--- src/rtl/dmem_arb_pkg.sv ---
// Shared constants for the data-memory arbiter: requester indices and default widths.
package dmem_arb_pkg;
  localparam int REQ_CPU          = 0;
  localparam int REQ_EXT          = 1;
  localparam int NUM_REQ          = 2;
  localparam int DEF_ADDR_W       = 32;
  localparam int DEF_DATA_W       = 32;
  localparam int DEF_STARVE_LIMIT = 4;
  localparam int STARVE_CNT_W     = 8;

  typedef logic [NUM_REQ-1:0] req_vec_t;
endpackage

--- src/rtl/dmem_arb_starve_cnt.sv ---
// Saturating wait counter for the external requester; limit_hit lets ext win a contended cycle.
module dmem_arb_starve_cnt #(
  parameter int LIMIT = 4,
  parameter int CNT_W = 8
) (
  input  logic clk,
  input  logic reset,
  input  logic i_inc,
  input  logic i_clr,
  output logic o_limit_hit
);
  localparam logic [CNT_W-1:0] LIM = CNT_W'(LIMIT);

  logic [CNT_W-1:0] r_cnt;

  always_ff @(posedge clk) begin
    if (reset) begin
      r_cnt <= '0;
    end else if (i_clr) begin
      r_cnt <= '0;
    end else if (i_inc && (r_cnt != LIM)) begin
      r_cnt <= r_cnt + CNT_W'(1);
    end
  end

  assign o_limit_hit = (r_cnt == LIM);
endmodule

--- src/rtl/dmem_arbiter.sv ---
// CPU / external-master arbiter for the single-port data memory.
// Optional starvation override for the external master is built when DMEM_ARB_STARVE_EN is defined.
module dmem_arbiter
  import dmem_arb_pkg::*;
#(
  parameter int ADDR_W       = DEF_ADDR_W,
  parameter int DATA_W       = DEF_DATA_W,
  parameter int STARVE_LIMIT = DEF_STARVE_LIMIT
) (
  input  logic              clk,
  input  logic              reset,
  input  logic              cpu_req,
  input  logic              cpu_we,
  input  logic [ADDR_W-1:0] cpu_addr,
  input  logic [DATA_W-1:0] cpu_wdata,
  output logic              cpu_gnt,
  output logic              cpu_rvalid,
  output logic              cpu_stall,
  input  logic              ext_req,
  input  logic              ext_we,
  input  logic [ADDR_W-1:0] ext_addr,
  input  logic [DATA_W-1:0] ext_wdata,
  output logic              ext_gnt,
  output logic              ext_rvalid,
  output logic [DATA_W-1:0] rdata,
  output logic              mem_en,
  output logic              mem_we,
  output logic [ADDR_W-1:0] mem_addr,
  output logic [DATA_W-1:0] mem_wdata,
  input  logic [DATA_W-1:0] mem_rdata
);
  if ((STARVE_LIMIT < 1) || (STARVE_LIMIT > 255)) begin : g_bad_limit
    $error("dmem_arbiter: STARVE_LIMIT out of range 1..255");
  end

  req_vec_t r_out;
  req_vec_t w_out;
  req_vec_t w_req;
  req_vec_t w_we;
  req_vec_t w_elig;
  req_vec_t w_win;
  logic     w_starve_hit;

  assign w_req[REQ_CPU] = cpu_req;
  assign w_req[REQ_EXT] = ext_req;
  assign w_we[REQ_CPU]  = cpu_we;
  assign w_we[REQ_EXT]  = ext_we;

  // Outstanding reads are ignored while reset is held so nothing returns from a flushed access.
  assign w_out  = r_out & {NUM_REQ{~reset}};
  assign w_elig = w_req & ~w_out;

  always_comb begin
    w_win = '0;
    if (w_elig[REQ_EXT] && (!w_elig[REQ_CPU] || w_starve_hit)) begin
      w_win[REQ_EXT] = 1'b1;
    end else if (w_elig[REQ_CPU]) begin
      w_win[REQ_CPU] = 1'b1;
    end else begin
      w_win = '0;
    end
  end

  always_comb begin
    mem_addr  = cpu_addr;
    mem_wdata = cpu_wdata;
    if (w_win[REQ_EXT]) begin
      mem_addr  = ext_addr;
      mem_wdata = ext_wdata;
    end else begin
      mem_addr  = cpu_addr;
      mem_wdata = cpu_wdata;
    end
  end

  assign mem_en     = |w_win;
  assign mem_we     = |(w_win & w_we);
  assign cpu_gnt    = w_win[REQ_CPU];
  assign ext_gnt    = w_win[REQ_EXT];
  assign cpu_rvalid = w_out[REQ_CPU];
  assign ext_rvalid = w_out[REQ_EXT];
  assign rdata      = mem_rdata;
  assign cpu_stall  = cpu_req & ~((cpu_gnt & cpu_we) | cpu_rvalid);

  // A granted read is outstanding for exactly one cycle; its owner cannot win in that cycle.
  always_ff @(posedge clk) begin
    if (reset) begin
      r_out <= '0;
    end else begin
      r_out <= w_win & ~w_we;
    end
  end

`ifdef DMEM_ARB_STARVE_EN
  dmem_arb_starve_cnt #(
    .LIMIT (STARVE_LIMIT),
    .CNT_W (STARVE_CNT_W)
  ) u_starve_cnt (
    .clk         (clk),
    .reset       (reset),
    .i_inc       (w_elig[REQ_EXT] & ~w_win[REQ_EXT]),
    .i_clr       (~ext_req | w_win[REQ_EXT]),
    .o_limit_hit (w_starve_hit)
  );
`else
  assign w_starve_hit = 1'b0;
`endif
endmodule

--- config.mk ---
export PLATFORM = sky130hd
export DESIGN_NAME = dmem_arbiter
export DESIGN_NICKNAME = d
export VERILOG_FILES = /design/src/rtl/dmem_arb_pkg.sv /design/src/rtl/dmem_arb_starve_cnt.sv /design/src/rtl/dmem_arbiter.sv
export SDC_FILE = /design/constraint.sdc
export NUM_CORES = 1
export LEC_CHECK = 0
export CAP_MARGIN = 25
export CORE_AREA = 8 8 99 101
export CTS_BUF_LIST = sky130_fd_sc_hd__clkbuf_2
export CTS_CLUSTER_DIAMETER = 120
export CTS_CLUSTER_SIZE = 25
export DETAILED_ROUTE_END_ITERATION = 10
export DIE_AREA = 0 0 107 109
export HOLD_SLACK_MARGIN = 0.12
export PLACE_DENSITY = 0.76
export SLEW_MARGIN = 0
export SYNTH_ARGS = -nofsm -noshare
export SYNTH_HDL_FRONTEND = slang
export SYNTH_HIERARCHICAL = 1
export SYNTH_SLANG_ARGS = --single-unit
--- constraint.sdc ---
create_clock -name clk -period 1.6 [get_ports clk]
set_input_delay 0.24 -clock clk [delete_from_list [all_inputs] [get_ports clk]]
set_output_delay 0.24 -clock clk [all_outputs]
set_load 0.05 [all_outputs]
==> out/qor.csv, run 1 <==
stage,metric,value,unit
yosys,Ys Warns,6,
sta,Slew HR,0.847,
clocking,clk buf depth,2,
hold_path,hold_sp,reset,
finish,layout cells sized above 1,0.546,
yosys,most area-consuming cells after synthesis,"mux2_4 (44%), mux2_2 (23%), buf_4 (19%), buf_6 (3.5%), dfxtp_1 (3.1%)",
yosys,Post-Synthesis Cells,118,
placement,IO buf count,204,
power_and_ir_drop,switching share of power,0.445,
floorplan,FP Rows,34,
sta,Final Cycle Share,1.23,
run,maxcap violations,0,
floorplan,die area,11700,µm²
hold_path,hold path depth,2,
finish,register name with the most flops,r_out,
floorplan,Die H,109,µm
critical_path,worst reg2reg path depth,5,
floorplan,Initial Utilization,0.153,
finish,biggest regs,r_out x2,
global_routing,Tot GR Track Use,0.122,
sta,Max Freq,507,MHz
yosys,Synth top area share,0.444,
global_routing,GR Util met2,0.226,
run_status,run status,"complete, but fails checks",
clocking,TritonCTS clock tree,yes,
routing,via-per-instance ratio,3.93,
power_and_ir_drop,total design power,0.00187,W
global_routing,largest net degree at the start of global routing,12,
critical_path,crit path kind,in -> out,
critical_path,reg2reg end,r_out[1],
clocking,hold-fix buffers at CTS,0,
clocking,Clock transition at path regs,30,ps
sta,RSZ-0062 raised after global routing,true,
placement,DP HPWL,6.57,mm
yosys,Async SR Flop Fraction,0,
global_routing,vias in the first global route,1910,
finish,ANT cells,0,
critical_path,flop-to-flop setup slack,330,ps
global_routing,first-pass GRT wire length,11.1,mm
routing,Routed Antenna Nets,0,
clocking,number of H-tree levels,1,
yosys,"Top FF cell, synth",dfxtp_1,
power_and_ir_drop,Switch Pwr,0.000831,W
yosys,Cell variety after synth,16,
finish,area delta synth->final,204,%
clocking,clk sink count,2,
global_routing,GRT met3 Usage,0.0585,
clocking,root buf cell,clkbuf_2,
clocking,CTS buffer count,3,
power_and_ir_drop,maximum VDD drop,0.000162,V
routing,Iter 0 DRT Violations,16,
power_and_ir_drop,combinational cell fraction of total power,0.930,
finish,Largest register FFs,2,
critical_path,worst r2r src,r_out[0],
routing,DRC viols,0,
power_and_ir_drop,sequential share of power,0.029,
placement,GP Congestion,0.818,
sta,Max Slew Vio Count,0,
floorplan,Die W,107,µm
routing,total number of vias,1626,
sta,Final TNS setup,-21820,ps
sta,setup slack after layout,-370,ps
yosys,leading area contributor after synthesis,mux2_4,
critical_path,Crit Path Max Fanout,11,
critical_path,required time worst endpoint,1360,ps
floorplan,Core Area,8380,µm²
sta,Worst Tran Pin Value,227,ps
global_routing,grt total ovfl,0,
global_routing,met1 GRT Util,0.119,
clocking,Worst-Skew Late Latency,190,ps
yosys,Post-Syn Area,1290,µm²
hold_path,Hold Crit Class,in -> reg,
run_status,failing checks,negative setup slack,
power_and_ir_drop,leak pwr,1.83,nW
yosys,"EDFF count, synth",0,
critical_path,CP startpoint kind,input port,
yosys,Post-synth top cells,"mux2_4 (38), buf_4 (33), mux2_2 (26), buf_6 (4), inv_1 (4)",
power_and_ir_drop,clock group share of total power,0.041,
finish,Fillers,737,
floorplan,IO Pins,269,
yosys,"Net Count, Synth",284,
sta,Final Setup Violations,66,
routing,drt total wl,7.67,mm
power_and_ir_drop,pwr dens,477,nW/µm²
hold_path,Hold EP,r_out[0],
global_routing,GR peak layer,met2,
power_and_ir_drop,internal power,0.00104,W
finish,final core occ,0.467,
finish,nets,474,
critical_path,CP arrival,1730,ps
routing,wire per inst,18.5,µm
sta,Final Hold Fails,0,
global_routing,initial antenna violation count,0,
yosys,sequential-to-total area share from yosys stat,0.0311,
sta,Tmin final,1970,ps
yosys,#FFs+latches synth,2,
routing,Pre-antenna DRT Iters,3,
critical_path,nature of the critical path endpoint,output pin,
yosys,most frequent cell after synthesis,mux2_4,
yosys,Syn Area/Cell,10.9,µm²
sta,Worst Clk Skew,3.03,ps
[per-stage QoR]
step | setup WS (ps) | cells | hold WS (ps) | area [µm²]
floorplan | -415 | 118 | 316 | 1380
global route | -411 | 414 | 363 | 3920
CTS | -391 | 413 | 350 | 3900
global placement | -578 | 401 | 480 | 3500
detailed placement | -615 | 401 | 480 | 3500
finish | -370 | 414 | 358 | 3920
[worst max-delay path: stages]
cell	delay [ps]
clkdlybuf4s15_2	200
nand2b_4	150
a211o_4	350
buf_8	150
buf_12	150
mux2_4	320
buf_12	150
[kinds of logic after synthesis]
family          count (synthesis)  share of synthesized area
buf+inv                        43                      0.247
compound gates                  3                     0.0185
flops                           2                     0.0311
simple gates                    6                     0.0321
mux                            64                      0.671
[layer usage]
metal	wire length (µm)	vias to the layer above
li1	-	761
met1	2720	714
met2	3910	149
met3	1030	2
met4	19	0
met5	0	-
[power groups by stage]
stage	clock network [W]	logic [W]	registers, W
finish	0.0000761	0.00174	0.0000536
global route	0.0000827	0.00180	0.0000538
floorplan	0	0.00106	0.0000537
global placement	0	0.00158	0.0000539
CTS	0.0000816	0.00175	0.0000536
detailed placement	0	0.00159	0.0000539
[cell usage in the layout, fill, tap and decap left out, drive strengths merged, types with 2 or more instances in the layout]
cell,instances
inv,3
mux2,64
dfxtp,2
clkbuf,3
clkdlybuf4s50,130
buf,91
dlygate4sd2,2
[what timing repair did]
action	in CTS	in global routing
pin swaps	1	1
gates cloned	5	0
endpoints found under the setup margin	68	67
gates resized for setup	68	4
setup buffers	6	1
[area by class of cell]
| class | count | area (µm²) | share of cell area |
|---|---|---|---|
| clock buffers | 3 | 15.0 | 0.00384 |
| multi-input cells | 73 | 1030 | 0.263 |
| flip-flops and latches | 2 | 41.3 | 0.0105 |
| repair buffers | 224 | 2670 | 0.683 |
| inverters | 4 | 18.8 | 0.00479 |
| well taps | 108 | 135 | 0.0345 |
[how the worst max path moves through the flow]
stage / startpoint / endpoint / slack (ps) / cells past startpoint
after floorplan: r_out[1] / mem_we / -420 / 6
after global placement: reset / mem_wdata[23] / -580 / 7
after detailed placement: reset / mem_addr[4] / -620 / 7
after CTS: r_out[0] / mem_wdata[28] / -390 / 6
after global routing: r_out[0] / mem_wdata[31] / -410 / 6
final: reset / mem_wdata[28] / -370 / 7
Power figures use the tool's default switching activity.
==> run 2, diff against run 1 <==
CELL_PAD_IN_SITES_DETAIL_PLACEMENT = 0   (was unset)
CELL_PAD_IN_SITES_GLOBAL_PLACEMENT = 2   (was unset)
CORE_AREA = unset   (was 8 8 99 101)
CORE_MARGIN = 8   (was unset)
CORE_UTILIZATION = 10   (was unset)
DIE_AREA = unset   (was 0 0 107 109)
PLACE_DENSITY = 0.95   (was 0.76)
==> run 2 against run 1 <==
Net effect:
- the run still ends with negative setup slack left
- first-iteration DRC count rose by 110%
- die area rose by 44%
- combinational power barely moved
- final cell count grew 15%
- utilization fell by 15 points
- register-to-register slack better by 70 ps
- global-route usage is 3.8 points lower
- wire length increased by 2.5%
- clock power grew 7.2%
- critical path type is now reg -> out
==> out/qor.csv, run 2 (synthesis results as in run 1) <==
stage,metric,value,unit
global_routing,Tot GR Track Use,0.0836,
critical_path,crit path kind,reg -> out,
sta,Worst Tran Pin Value,232,ps
routing,Pre-antenna DRT Iters,3,
sta,worst hold slack,246,ps
hold_path,hold path depth,2,
sta,Final Setup Violations,66,
run,maxcap violations,0,
finish,Largest register FFs,2,
critical_path,worst reg2reg path depth,4,
power_and_ir_drop,maximum VDD drop,0.000172,V
power_and_ir_drop,internal power,0.00101,W
critical_path,required time worst endpoint,1360,ps
sta,Worst Clk Skew,9.49,ps
finish,ANT cells,0,
floorplan,Core Area,12600,µm²
clocking,clk buf depth,2,
global_routing,first-pass GRT wire length,10.8,mm
global_routing,initial antenna violation count,0,
floorplan,FP Rows,41,
clocking,number of H-tree levels,1,
critical_path,nature of the critical path endpoint,output pin,
sta,setup slack after layout,-400,ps
clocking,Worst-Skew Late Latency,200,ps
sta,Final Hold Fails,0,
power_and_ir_drop,clock group share of total power,0.044,
finish,"most common cell after layout, fill and taps aside",clkdlybuf4s50_1,
placement,DP HPWL,6.39,mm
run_status,run status,"complete, but fails checks",
placement,GP Congestion,0.790,
finish,register name with the most flops,r_out,
power_and_ir_drop,pwr dens,469,nW/µm²
floorplan,IO Pins,269,
clocking,root buf cell,clkbuf_2,
clocking,CTS buffer count,3,
clocking,Clock transition at path regs,40,ps
power_and_ir_drop,combinational cell fraction of total power,0.927,
critical_path,Crit Path Max Fanout,6,
critical_path,CP startpoint kind,register,
sta,Tmin final,2000,ps
sta,Max Freq,500,MHz
finish,Fillers,1261,
clocking,TritonCTS clock tree,yes,
power_and_ir_drop,Switch Pwr,0.000834,W
global_routing,largest net degree at the start of global routing,14,
sta,RSZ-0062 raised after global routing,true,
floorplan,Die W,129,µm
sta,Max Slew Vio Count,0,
routing,wire per inst,16.5,µm
routing,via-per-instance ratio,3.37,
routing,DRC viols,0,
floorplan,Initial Utilization,0.102,
sta,Final TNS setup,-23030,ps
finish,area of the multi-input gates,1030,µm²
hold_path,Hold Crit Class,in -> reg,
clocking,clk sink count,2,
run_status,failing checks,negative setup slack,
finish,area delta synth->final,205,%
finish,biggest regs,r_out x2,
routing,Routed Antenna Nets,0,
placement,IO buf count,204,
critical_path,CP arrival,1760,ps
global_routing,grt total ovfl,0,
sta,Slew HR,0.843,
power_and_ir_drop,sequential share of power,0.029,
power_and_ir_drop,leak pwr,1.80,nW
routing,drt total wl,7.87,mm
finish,register area,41.3,µm²
power_and_ir_drop,total design power,0.00184,W
finish,"leading cell types in the layout, fill and taps excluded","clkdlybuf4s50_1 (130), mux2_4 (58), buf_6 (35)",
power_and_ir_drop,switching share of power,0.453,
routing,Iter 0 DRT Violations,33,
finish,layout cells sized above 1,0.551,
global_routing,vias in the first global route,1935,
floorplan,Die H,129,µm
sta,Final Cycle Share,1.25,
floorplan,die area,16700,µm²
routing,total number of vias,1608,
finish,nets,473,
run 2: cell types whose count changed in the layout (fill, tap and decap cells not counted), moves of 2 or more:
cell,delta
buf_6,-11
buf_4,+8
buf_8,+7
buf_12,-4
mux2_2,+2
mux2_4,-2
run 2: worst max-delay path, stage by stage, from the launching register on:
cell      delay [ps]
dfxtp_2          340
nand2b_4          60
a211o_4          370
buf_12           160
buf_16           140
mux2_4           320
buf_12           150
run 2: metrics by stage:
| step | area (µm²) | cells | utilization | worst slack (ps) |
|---|---|---|---|---|
| after floorplan | 1380 | 118 | - | -415 |
| after global placement | 3510 | 465 | 0.279 | -581 |
| after detailed placement | 3510 | 465 | 0.279 | -599 |
| after CTS | 3930 | 477 | 0.312 | -389 |
| after global routing | 3930 | 477 | 0.312 | -442 |
| final | 3930 | 477 | 0.312 | -400 |
run 2: power by group through the flow:
stage / Clock, W / Combinational (W) / Sequential [W]
after floorplan: 0 / 0.00106 / 0.0000537
after global placement: 0 / 0.00154 / 0.0000539
after detailed placement: 0 / 0.00155 / 0.0000540
after CTS: 0.0000826 / 0.00173 / 0.0000535
after global routing: 0.0000872 / 0.00177 / 0.0000537
final: 0.0000816 / 0.00171 / 0.0000535
run 2: layer usage:
layer,vias up,track usage,wire [µm]
li1,761,-,-
met1,730,0.0802,2540
met3,8,0.0325,994
met2,109,0.165,4270
met4,0,0.0164,62
met5,-,0,0
run 2: timing repair:
item                                    in CTS  in global routing
pin swaps                                    2                  2
endpoints found under the setup margin      69                 67
setup buffers                                4                  2
gates resized for setup                     71                  9
hold buffers                                 0                  0
gates cloned                                 5                  0
run 2: cell type report:
type	instances	area share
multi-input cells	73	0.264
inverters	4	0.00478
flip-flops and latches	2	0.0105
repair buffers	223	0.663
clock buffers	3	0.00382
well taps	172	0.0548
run 2: final timing paths:
path	from	endpoint	slack, ps
setup reg to reg	r_out[0]	r_out[1]	400
setup / recovery	r_out[0]	mem_addr[0]	-400
hold reg to reg	r_out[0]	r_out[0]	540
hold / removal	reset	r_out[0]	250
==> run 3, diff against run 2 <==
CORE_ASPECT_RATIO = 0.8   (was unset)
CTS_BUF_LIST = unset   (was sky130_fd_sc_hd__clkbuf_2)
==> run 3 against run 2 <==
Net effect:
- the flow still finishes with violations (negative setup slack)
- register-to-register slack worse by 140 ps
- design area down 2.3%
- power is 12% higher
- critical path type unchanged
- highest routed layer unchanged
==> out/qor.csv, run 3 (synthesis results as in run 1) <==
stage,metric,value,unit
critical_path,"Largest delay share family, worst path",compound AO/OA/AOI/OAI gates,
routing,Routed Antenna Nets,0,
power_and_ir_drop,pwr dens,536,nW/µm²
clocking,TritonCTS clock tree,yes,
run_status,failing checks,negative setup slack,
clocking,clk buf depth,2,
finish,Largest register FFs,2,
run,maxcap violations,0,
floorplan,die area,16800,µm²
hold_path,hold_sp,reset,
sta,Slew HR,0.818,
finish,"most common cell after layout, fill and taps aside",clkdlybuf4s50_1,
routing,DRC viols,0,
sta,Final Cycle Share,1.23,
routing,via-per-instance ratio,3.38,
critical_path,Crit Path Max Fanout,8,
floorplan,Initial Utilization,0.101,
sta,Worst Clk Skew,1.16,ps
placement,DP HPWL,6.21,mm
routing,Iter 0 DRT Violations,15,
global_routing,GR peak layer,met2,
routing,drt total wl,8.15,mm
power_and_ir_drop,maximum VDD drop,0.000456,V
hold_path,Hold Crit Class,in -> reg,
routing,total number of vias,1620,
critical_path,worst reg2reg path depth,5,
routing,Pre-antenna DRT Iters,2,
global_routing,grt total ovfl,0,
critical_path,required time worst endpoint,1360,ps
sta,Final Hold Fails,0,
finish,layout cells sized above 1,0.549,
global_routing,met1 GRT Util,0.0866,
run_status,run status,"complete, but fails checks",
finish,Fillers,1302,
placement,IO buf count,204,
finish,ANT cells,0,
critical_path,CP Buf/Inv Count,2,
sta,worst hold slack,240,ps
placement,placed cell area,3330,µm²
critical_path,nature of the critical path endpoint,output pin,
clocking,Clock transition at path regs,30,ps
sta,Tmin final,1970,ps
finish,area delta synth->final,198,%
finish,register name with the most flops,r_out,
power_and_ir_drop,leak pwr,1.76,nW
global_routing,initial antenna violation count,0,
hold_path,Hold EP,r_out[0],
finish,"leading cell types in the layout, fill and taps excluded","clkdlybuf4s50_1 (130), mux2_4 (59), buf_6 (55)",
critical_path,worst r2r src,r_out[0],
critical_path,CP Depth,5,
critical_path,CP startpoint kind,register,
finish,nets,472,
critical_path,CP arrival,1730,ps
global_routing,vias in the first global route,1909,
global_routing,largest net degree at the start of global routing,31,
sta,RSZ-0062 raised after global routing,true,
clocking,hold-fix buffers at CTS,0,
global_routing,GR Util met2,0.155,
floorplan,IO Pins,269,
critical_path,reg2reg end,r_out[1],
sta,Max Slew Vio Count,0,
finish,Non-Filler Instances,479,
sta,Max Freq,507,MHz
floorplan,Die W,143,µm
clocking,Worst-Skew Late Latency,220,ps
finish,design area,3830,µm²
floorplan,FP Rows,37,
sta,Final Setup Violations,66,
placement,GP Congestion,0.753,
sta,setup slack after layout,-372,ps
critical_path,max incr delay on CP,400,ps
placement,placed cells,467,
routing,wire per inst,17.0,µm
global_routing,GRT met3 Usage,0.0280,
finish,biggest regs,r_out x2,
critical_path,flop-to-flop setup slack,260,ps
global_routing,first-pass GRT wire length,11.0,mm
floorplan,Die H,117,µm
sta,Worst Tran Pin Value,269,ps
sta,Final TNS setup,-22150,ps
critical_path,crit path kind,reg -> out,
clocking,root buf cell,clkbuf_16,
global_routing,Tot GR Track Use,0.0817,
clocking,clk sink count,2,
floorplan,Core Area,12700,µm²
hold_path,hold path depth,2,
clocking,number of H-tree levels,1,
critical_path,Slowest cell on crit path,a211o_4,
critical_path,CP cell instances,"nand2b_4, a211o_4, buf_12, mux2_4, buf_8",
clocking,CTS buffer count,3,
==> run 3: routing by layer <==
layer / part of all wire / vias up / wire length, µm
met5: 0 / - / 0
met1: 0.39 / 755 / 3190
li1: - / 762 / -
met3: 0.085 / 5 / 695
met4: 0.0040 / 0 / 33
met2: 0.52 / 98 / 4240
==> run 3: how the worst max path moves through the flow <==
stage,from,to,slack (ps)
finish,r_out[0],mem_wdata[2],-370
global route,r_out[0],mem_wdata[7],-410
CTS,r_out[0],mem_wdata[2],-460
detailed placement,reset,mem_addr[1],-600
global placement,reset,mem_addr[1],-580
floorplan,r_out[1],mem_we,-420
==> run 3: cell type report <==
| type | instances | area [µm²] | share of cell area |
|---|---|---|---|
| clock buffers | 3 | 75.1 | 0.0196 |
| inverters | 4 | 18.8 | 0.00489 |
| multi-input cells | 74 | 1050 | 0.275 |
| flip-flops and latches | 2 | 45.0 | 0.0117 |
| well taps | 175 | 219 | 0.0571 |
| repair buffers | 221 | 2420 | 0.632 |
==> run 3: per-stage QoR <==
step,power [W],util,setup WS (ps)
4_1_cts,0.00198,0.285,-456
3_3_place_gp,0.00150,0.262,-578
2_1_floorplan,0.00111,-,-415
3_5_place_dp,0.00151,0.262,-604
6_report,0.00206,0.301,-372
5_1_grt,0.00213,0.301,-409
==> run 3: power breakdown <==
part	switching [W]	internal, W	total (W)
clock network	0.0000579	0.000318	0.000376
registers	0.00000158	0.0000513	0.0000529
logic	0.000792	0.000834	0.00163
==> run 3: worst reg2reg max path: stages, from the launching register on <==
cell      delay, ps
dfxtp_4         350
nand2b_4         80
a211o_4         400
buf_8           160
buf_4           130
nor3_1          130
==> run 3: what timing repair did <==
item	in CTS	in global routing
buffers inserted	3	1
endpoints found under the hold margin	0	0
pin swaps	0	3
cloned	2	5
resized for setup	42	45
setup endpoints to repair	69	67
